## src/rtl/imem_boot_loader_if.sv

```systemverilog
// Host byte link plus instruction RAM write port of the boot loader.
// Ports: rx_valid/rx_data/rx_ready byte handshake; wr_en/wr_addr/wr_data RAM write.
interface imem_boot_loader_if;
    logic        rx_valid;
    logic [7:0]  rx_data;
    logic        rx_ready;
    logic        wr_en;
    logic [31:0] wr_addr;
    logic [31:0] wr_data;

    modport master (
        output rx_valid, rx_data,
        input  rx_ready, wr_en, wr_addr, wr_data
    );

    modport slave (
        input  rx_valid, rx_data,
        output rx_ready, wr_en, wr_addr, wr_data
    );
endinterface

```

## src/rtl/imem_boot_loader.sv

```systemverilog
// Boot sequencer: receives a framed byte stream, fills instruction RAM, releases the CPU.
// Ports: clk, rst_n (sync), start; bus (slave: byte in, RAM write out); cpu_rst_n, busy, done, error.
module imem_boot_loader #(
    parameter int DEPTH_WORDS    = 256,
    parameter int TIMEOUT_CYCLES = 100000
) (
    input  logic               clk,
    input  logic               rst_n,
    input  logic               start,
    imem_boot_loader_if.slave  bus,
    output logic               cpu_rst_n,
    output logic               busy,
    output logic               done,
    output logic               error
);
    localparam int TW = $clog2(TIMEOUT_CYCLES + 1);

    typedef enum logic [2:0] {
        S_IDLE, S_HDR_LO, S_HDR_HI, S_DATA, S_CSUM, S_RUN, S_ERR
    } state_t;

    state_t state, state_nxt;

    logic [15:0]   count;
    logic [15:0]   widx;
    logic [1:0]    bcnt;
    logic [7:0]    csum;
    logic [23:0]   word;
    logic [TW-1:0] tmo;

    logic          rx_ready_q;
    logic          wr_en_q;
    logic [31:0]   wr_addr_q;
    logic [31:0]   wr_data_q;

    logic          loading;
    logic          acc;
    logic          go;
    logic          tmo_hit;
    logic          hdr_bad;
    logic          last_byte;
    logic [15:0]   n_hdr;

    logic          rdy_d;
    logic          busy_d;
    logic          done_d;
    logic          err_d;
    logic          cpu_d;

    assign bus.rx_ready = rx_ready_q;
    assign bus.wr_en    = wr_en_q;
    assign bus.wr_addr  = wr_addr_q;
    assign bus.wr_data  = wr_data_q;

    assign loading   = state inside {S_HDR_LO, S_HDR_HI, S_DATA, S_CSUM};
    assign acc       = bus.rx_valid && rx_ready_q;
    assign go        = start && (state inside {S_IDLE, S_RUN, S_ERR});
    // Counter holds idle cycles already elapsed; this cycle idle makes it TIMEOUT.
    assign tmo_hit   = (tmo == TW'(TIMEOUT_CYCLES - 1));
    assign n_hdr     = {bus.rx_data, count[7:0]};
    assign hdr_bad   = (n_hdr == 16'd0) ||
                       ({16'd0, n_hdr} > 32'(DEPTH_WORDS));
    assign last_byte = (bcnt == 2'd3) && (widx == count - 16'd1);

    // State register
    always_ff @(posedge clk) begin
        if (!rst_n) state <= S_IDLE;
        else        state <= state_nxt;
    end

    // Next-state logic
    always_comb begin
        state_nxt = state;
        unique case (state)
            S_IDLE, S_RUN, S_ERR: begin
                if (start) state_nxt = S_HDR_LO;
            end
            S_HDR_LO: begin
                if (acc)          state_nxt = S_HDR_HI;
                else if (tmo_hit) state_nxt = S_ERR;
            end
            S_HDR_HI: begin
                if (acc)          state_nxt = hdr_bad ? S_ERR : S_DATA;
                else if (tmo_hit) state_nxt = S_ERR;
            end
            S_DATA: begin
                if (acc) begin
                    if (last_byte) state_nxt = S_CSUM;
                end else if (tmo_hit) begin
                    state_nxt = S_ERR;
                end
            end
            S_CSUM: begin
                if (acc)
                    state_nxt = (csum == bus.rx_data) ? S_RUN : S_ERR;
                else if (tmo_hit)
                    state_nxt = S_ERR;
            end
            default: state_nxt = S_IDLE;
        endcase
    end

    // Output decode; taken from the next state so the flops match the state reg
    always_comb begin
        rdy_d  = state_nxt inside {S_HDR_LO, S_HDR_HI, S_DATA, S_CSUM};
        busy_d = rdy_d;
        done_d = (state_nxt == S_RUN);
        err_d  = (state_nxt == S_ERR);
        cpu_d  = (state_nxt == S_RUN);
    end

    always_ff @(posedge clk) begin
        if (!rst_n) begin
            rx_ready_q <= 1'b0;
            busy       <= 1'b0;
            done       <= 1'b0;
            error      <= 1'b0;
            cpu_rst_n  <= 1'b0;
        end else begin
            rx_ready_q <= rdy_d;
            busy       <= busy_d;
            done       <= done_d;
            error      <= err_d;
            cpu_rst_n  <= cpu_d;
        end
    end

    // Datapath: header, word assembly, checksum, timeout, RAM write
    always_ff @(posedge clk) begin
        if (!rst_n) begin
            count     <= '0;
            widx      <= '0;
            bcnt      <= '0;
            csum      <= '0;
            word      <= '0;
            tmo       <= '0;
            wr_en_q   <= 1'b0;
            wr_addr_q <= '0;
            wr_data_q <= '0;
        end else begin
            wr_en_q <= 1'b0;
            if (go) begin
                widx <= '0;
                bcnt <= '0;
                csum <= '0;
                tmo  <= '0;
            end else if (loading) begin
                if (acc) begin
                    tmo <= '0;
                    if (state != S_CSUM) csum <= csum + bus.rx_data;
                    unique case (state)
                        S_HDR_LO: count[7:0]  <= bus.rx_data;
                        S_HDR_HI: count[15:8] <= bus.rx_data;
                        S_DATA: begin
                            bcnt <= bcnt + 2'd1;
                            unique case (bcnt)
                                2'd0: word[7:0]   <= bus.rx_data;
                                2'd1: word[15:8]  <= bus.rx_data;
                                2'd2: word[23:16] <= bus.rx_data;
                                2'd3: begin
                                    wr_en_q   <= 1'b1;
                                    wr_addr_q <= {14'd0, widx, 2'b00};
                                    wr_data_q <= {bus.rx_data, word};
                                    widx      <= widx + 16'd1;
                                end
                            endcase
                        end
                        default: ;
                    endcase
                end else begin
                    tmo <= tmo + TW'(1);
                end
            end
        end
    end
endmodule

```

## src/flat_wrapper.sv

```systemverilog
// flat-port wrapper written by rule: the top's interface ports become plain ports
module imem_boot_loader_flat 
#(
    parameter int DEPTH_WORDS    = 256,
    parameter int TIMEOUT_CYCLES = 100000
)
  (clk, rst_n, start, cpu_rst_n, busy, done, error, bus_rx_valid, bus_rx_data, bus_rx_ready, bus_wr_en, bus_wr_addr, bus_wr_data);
  imem_boot_loader_if bus_i ();
  input  logic clk;
  input  logic rst_n;
  input  logic start;
  output logic cpu_rst_n;
  output logic busy;
  output logic done;
  output logic error;
  input wire logic [$bits(bus_i.rx_valid)-1:0] bus_rx_valid;
  input wire logic [$bits(bus_i.rx_data)-1:0] bus_rx_data;
  output wire logic [$bits(bus_i.rx_ready)-1:0] bus_rx_ready;
  output wire logic [$bits(bus_i.wr_en)-1:0] bus_wr_en;
  output wire logic [$bits(bus_i.wr_addr)-1:0] bus_wr_addr;
  output wire logic [$bits(bus_i.wr_data)-1:0] bus_wr_data;
  assign bus_i.rx_valid = bus_rx_valid;
  assign bus_i.rx_data = bus_rx_data;
  assign bus_rx_ready = bus_i.rx_ready;
  assign bus_wr_en = bus_i.wr_en;
  assign bus_wr_addr = bus_i.wr_addr;
  assign bus_wr_data = bus_i.wr_data;
  imem_boot_loader #(.DEPTH_WORDS(DEPTH_WORDS), .TIMEOUT_CYCLES(TIMEOUT_CYCLES)) u_core (.clk(clk), .rst_n(rst_n), .start(start), .bus(bus_i), .cpu_rst_n(cpu_rst_n), .busy(busy), .done(done), .error(error));
endmodule
```

## config.mk

```make
export PLATFORM = sky130hd
export DESIGN_NAME = imem_boot_loader_flat
export DESIGN_NICKNAME = d
export VERILOG_FILES = /design/src/rtl/imem_boot_loader_if.sv /design/src/rtl/imem_boot_loader.sv /design/src/flat_wrapper.sv
export SDC_FILE = /design/constraint.sdc
export NUM_CORES = 1
export LEC_CHECK = 0
export ABC_AREA = 0
export CORE_ASPECT_RATIO = 0.5
export CORE_MARGIN = 2
export CORE_UTILIZATION = 40
export DETAILED_ROUTE_END_ITERATION = 10
export PLACE_DENSITY_LB_ADDON = 0.12
export SYNTH_ARGS = -nofsm -noshare
export SYNTH_HDL_FRONTEND = slang
export SYNTH_SLANG_ARGS = --single-unit
```

## constraint.sdc

```tcl
create_clock -name clk -period 6.1 [get_ports clk]
set_clock_uncertainty 0.2 [all_clocks]
set_input_delay 0.61 -clock clk [delete_from_list [all_inputs] [get_ports clk]]
set_output_delay 0.61 -clock clk [all_outputs]
set_load 0.05 [all_outputs]
```

==> results of run 1 <==
-- Yosys cell counts, drive strengths merged, types with 3 or more instances --
| master | n | share of area (%) |
|---|---|---|
| o21ai | 10 | 0.79 |
| a211oi | 4 | 0.47 |
| nor3 | 12 | 1.0 |
| or2 | 4 | 0.39 |
| nor4 | 8 | 1.0 |
| or4 | 3 | 0.41 |
| nor2 | 82 | 4.8 |
| xnor2 | 26 | 3.6 |
| inv | 19 | 1.1 |
| mux2i | 21 | 3.3 |
| and3 | 4 | 0.39 |
| o21a | 3 | 0.35 |
| nand3 | 36 | 2.8 |
| nand2b | 3 | 0.30 |
| a2111oi | 4 | 0.55 |
| dfxtp | 138 | 43 |
| clkbuf | 40 | 2.4 |
| a21oi | 88 | 6.9 |
| nand4 | 16 | 1.6 |
| nand2 | 145 | 8.6 |
| ha | 14 | 2.8 |
| xor2 | 33 | 4.5 |
| buf | 22 | 2.6 |
| or3 | 8 | 0.79 |
| nor2b | 4 | 0.39 |
-- flip-flops by register name, indices dropped and copies added, names as in the netlist --
signal / cells
u_core.bus.wr_data: 32
u_core.count: 16
u_core.error: 1
u_core.csum: 8
u_core.busy: 1
u_core.bcnt: 2
u_core.bus.wr_addr: 16
u_core.tmo: 17
u_core.state: 3
u_core.widx: 16
u_core.bus.wr_en: 1
u_core.word: 24
u_core.cpu_rst_n: 1
-- routing by layer --
layer / global-route usage [%] / up-vias / routed length [um]
met5: 0 / - / 0
met4: 6.05 / 0 / 157
met3: 4.28 / 13 / 530
met2: 27.5 / 102 / 6400
met1: 26.9 / 2456 / 7980
li1: - / 2698 / -
-- stage by stage --
step                      cells  hold slack [ns]  power [mW]  area, um2  utilization [%]
after floorplan             797            0.232        1.11       6410                -
after global placement     1009            0.243        1.15       7060             45.7
after global routing       1040            0.271        2.28       7650             49.5
after detailed placement   1009            0.246        1.15       7060             45.7
final                      1040            0.252        2.19       7650             49.5
after CTS                  1040            0.255        2.22       7650             49.5
-- final cells by class --
type                    instances  area share, %
multi-input cells             578           42.9
flip-flops and latches        138           36.1
repair buffers                 70           8.99
clock buffers                  17           5.56
well taps                     204           3.33
clock inverters                14           2.24
inverters                      19          0.932
-- worst max path at each step --
| stage | start | to | slack (ns) | depth (start not counted) |
|---|---|---|---|---|
| floorplan | u_core.count[2] | u_core.state[0] | 3.16 | 10 |
| global placement | bus_rx_data[3] | u_core.busy | 2.33 | 10 |
| detailed placement | bus_rx_data[3] | u_core.busy | 2.26 | 10 |
| CTS | bus_rx_data[3] | u_core.busy | 2.70 | 10 |
| global route | bus_rx_data[3] | u_core.busy | 2.48 | 10 |
| finish | bus_rx_data[3] | u_core.busy | 2.73 | 10 |
-- critical path, cell delays in order --
cell	delay, ns
clkdlybuf4s50_1	0.64
ha_1	0.45
or4_1	0.51
o41ai_1	0.40
a21boi_0	0.23
o22ai_1	0.13
mux2i_1	0.19
nor2_1	0.06
o21ai_1	0.11
mux2i_1	0.19
-- report_power, final --
group | leakage (nW) | switching, mW | total [mW] | internal, mW
Clock | 0.292 | 0.413 | 1.06 | 0.644
Sequential | 1.11 | 0.0167 | 0.928 | 0.911
Combinational | 1.25 | 0.134 | 0.205 | 0.0702
-- cells by family after synthesis --
family / share of synthesized area (%)
compound gates: 12.0
mux: 3.31
other cells: 0.0590
simple gates: 23.7
buf+inv: 6.10
xor+xnor: 8.13
flops: 43.5
fa+ha+maj: 3.23
-- layout by cell type (no fill, tap or decap), drive strengths merged, types with 8 or more instances in the layout --
master / count
conb: 16
clkbuf: 17
xor2: 33
inv: 23
nand3: 36
ha: 14
a21oi: 88
nor2: 82
dfxtp: 138
nand4: 16
nor4: 8
or3: 8
clkdlybuf4s50: 65
xnor2: 26
o21ai: 10
nand2: 145
nor3: 12
mux2i: 21
==> results.ini, run 1 <==
[clocking]
cts.hold.buffers_added=0
tritoncts=built
post-cts-setup-buffers=0
clock_latency_ns=0.42
clk_pin_slew_worst_paths_ns=0.06
clock_sinks=138
cts-resized-gates=0
cts_made_buffers=17
cts_max_level=4
clock_tree.buffer_depth=2
cts_root_buf=clkbuf_16

[sta]
finalCritPeriodShare_pct=55.2
timing.final.hold_violations=0
setup_violations_final=0
finalWorstSetupSlack_ns=2.73
period_needed_ns=3.37
setup_tns_ns=0
final_max_slew_viol_count=0
max-slew-margin-rel_pct=20.6
max_freq_mhz=297
timing_worst_slew_pin_value_ns=1.19
grt_setup_unrepaired=false

[min_path]
min_path_type=reg -> reg
hp-start=u_core.bus.wr_addr[8]
number_of_cells_on_the_worst_hold_path=2
worst_hold_path.endpoint=u_core.bus.wr_addr[8]

[yosys]
postSynth.asyncResetShare_pct=0
synth_seq_area_share_pct=43.5
synthesis.instances=782
ys.flop_type=dfxtp_1
yosysWarningCount=0
synth_seq_cells=138
synth_area_per_cell_um2=8.12
ys_types=58
area_of_the_mapped_netlist_mm2=0.00635
number_of_enable_flip_flop_cells_after_synthesis=0

[placed_design]
dp_hpwl_um=9920
numPortBuffers=65
last_weighted_congestion_value_of_the_routability_driven_placer=0.858
pre_cts_ws_ns=2.26

[setup_path]
criticalPathCategory=in -> reg
worstPathArrival_ns=3.52
critical_path.reg2reg.startpoint=u_core.count[2]
reg2reg_depth=8
critical_path.endpoint_type=flop
worst-path-max-fanout=8
worst-endpoint-required_ns=6.25
r2r_slack_ns=2.88
critical_path.reg2reg.endpoint=u_core.state[0]
worst_setup_path_start_kind=input port

[route]
route.vias.total=5269
ant_nets=0
drt_pre_antenna_iters=4
drt-total-wl_um=15100
routed_via_density=5.07
drt-initial-drc-count=303
drc=0
wire_per_inst_um=14.5

[grt]
number_of_global_route_vias_before_repair=4859
globalRouteOverflowTotal=0
grt_max_degree=90
grt_first_pass_wirelength_um=25000
antenna_violations_before_repair=0
track_usage_pct=18.7

[pwr]
power.density_mw_per_mm2=286
ir_drop_mv=0.208
power_leakage_nw=2.66

[flow_run]
drv.max_cap_violation_count=0

[layout]
flow.area_growth_from_synthesis_pct=20.5
share_of_final_layout_standard_cells_stronger_than_drive_strength_1_pct=6.34
area_of_all_sequential_standard_cells_mm2=0.00276
multi_input_area_mm2=0.00328
design.final.nets=851
antenna_cells_inserted=0
filler_cell_count=1506

[status]
result_of_the_run=finished, final reports clean

[floorplanning]
floorplan.initialDensity_pct=41.1
design.portCount=82
fp.dieH_um=93.1
fp.dieArea_mm2=0.0170
floorplan.rows=32
die-width_um=182
placeableCoreArea_mm2=0.0155

(Power assumes the default switching activity.)
==> run 2, diff against run 1 <==
clock period = 3.3 ns   (was 6.1 ns; I/O delays follow)
==> run 2 against run 1 <==
  * Design area grew 2.1%
  * Via count grew 2.6%
  * Sequential power grew 85%
  * Core utilization grew 1.1 points
  * Cell count grew 2.0%
  * Clock power grew 80%
  * Worst hold slack lost 0.00057 ns
  * Setup slack lost 2.4 ns
  * Largest cell class unchanged
==> results.ini, run 2 (synthesis gave the netlist of run 1 again) <==
[route]
drt-initial-drc-count=374
route.vias.total=5406
ant_nets=0
drc=0
drt_pre_antenna_iters=4
wire_per_inst_um=14.9
drt-total-wl_um=15800
routed_via_density=5.10

[pwr]
power.density_mw_per_mm2=516
ir_drop_mv=0.339
power_leakage_nw=2.75
total_power_mw=4.03

[grt]
global_route.usage.met2_pct=30.1
antenna_violations_before_repair=0
global_route.peak_usage_layer=met2
globalRouteOverflowTotal=0
grt_first_pass_wirelength_um=26100
globalRouteMet1Util_pct=27.3
grt_max_degree=54
grt_use_met3_pct=4.36
number_of_global_route_vias_before_repair=5049
track_usage_pct=19.4

[clocking]
clock_sinks=138
cts_made_buffers=17
cts_max_level=4
cts_root_buf=clkbuf_16
clock_tree.buffer_depth=2
clk_pin_slew_worst_paths_ns=0.06
tritoncts=built
clock_latency_ns=0.42

[setup_path]
worst-path-max-fanout=12
worstPathArrival_ns=3.16
critical_path.endpoint_type=flop
worst-endpoint-required_ns=3.45
criticalPathCategory=reg -> reg
worst_setup_path_start_kind=flop

[sta]
setup_violations_final=0
finalWorstSetupSlack_ns=0.293
period_needed_ns=3.01
grt_setup_unrepaired=false
timing.final.hold_violations=0
fin_hold_ws_ns=0.252
final_max_slew_viol_count=0
finalCritPeriodShare_pct=91.1
timing_worst_slew_pin_value_ns=0.674
max-slew-margin-rel_pct=55.0
setup_tns_ns=0
max_freq_mhz=333

[layout]
design.final.nets=871
largest_register_ffs=32
layout.cells.most_common=nand2_1
flow.area_growth_from_synthesis_pct=23.1
filler_cell_count=1471
mostFrequentLayoutCells=nand2_1 (144), dfxtp_1 (138), a21oi_1 (88)
share_of_final_layout_standard_cells_stronger_than_drive_strength_1_pct=8.52
antenna_cells_inserted=0

[floorplanning]
fp.dieH_um=93.1
fp.dieArea_mm2=0.0170
floorplan.initialDensity_pct=41.1
die-width_um=182
floorplan.rows=32
placeableCoreArea_mm2=0.0155
design.portCount=82

[placed_design]
pre_cts_ws_ns=0.0441
last_weighted_congestion_value_of_the_routability_driven_placer=0.860
dp_hpwl_um=10700
numPortBuffers=65

[min_path]
min_path_type=reg -> reg

[status]
result_of_the_run=finished, final reports clean

[flow_run]
drv.max_cap_violation_count=0

==> run 2: critical path, stage by stage, from the launching register on <==
cell and delay, ns:
dfxtp_1 0.37, inv_1 0.12, ha_1 0.41, or3b_2 0.49
nor3_1 0.16, nor3b_1 0.11, nor4_1 0.39, nand4bb_1 0.14
o21ai_0 0.25, nand2_1 0.16, mux2i_1 0.14
==> run 2: timing repair <==
action	in CTS	in global routing
hold buffers	0	0
resized for setup	0	1
setup buffers	0	0
endpoints found under the setup margin	0	4
==> run 2: area by class of cell <==
type                    count  area [um2]  share of cell area [%]
inverters                  19        71.3                   0.912
clock buffers              19         443                    5.66
repair buffers             90         863                    11.0
well taps                 204         255                    3.26
clock inverters            13         141                    1.81
flip-flops and latches    138        2760                    35.3
multi-input cells         578        3280                    42.0
==> run 2: per-layer routing <==
layer	share of wire [%]	up-vias
met5	0	-
met4	0.84	0
met3	4.4	12
met2	43	109
met1	52	2548
li1	-	2737
==> run 2: per-stage QoR <==
stage,instances,util (%),instance area [um2]
2_1_floorplan,797,-,6410
3_3_place_gp,1029,46.8,7230
3_5_place_dp,1029,46.8,7230
4_1_cts,1061,50.6,7810
5_1_grt,1061,50.6,7820
6_report,1061,50.6,7820
==> run 2: final timing paths <==
kind                                        startpoint  slack, ns                     end  depth (start not counted)
worst max register to register         u_core.count[0]       0.29             u_core.busy                         10
worst max-delay path                   u_core.count[0]       0.29             u_core.busy                         10
worst min-delay path            u_core.bus.wr_data[20]       0.25  u_core.bus.wr_data[20]                          2
worst min register to register  u_core.bus.wr_data[20]       0.25  u_core.bus.wr_data[20]                          2
==> run 2: power by group <==
group          switching, mW  total [mW]  leakage (nW)  internal (mW)
Clock                  0.769        1.91         0.281           1.14
Sequential            0.0312        1.72          1.11           1.68
Combinational          0.260       0.411          1.36          0.151
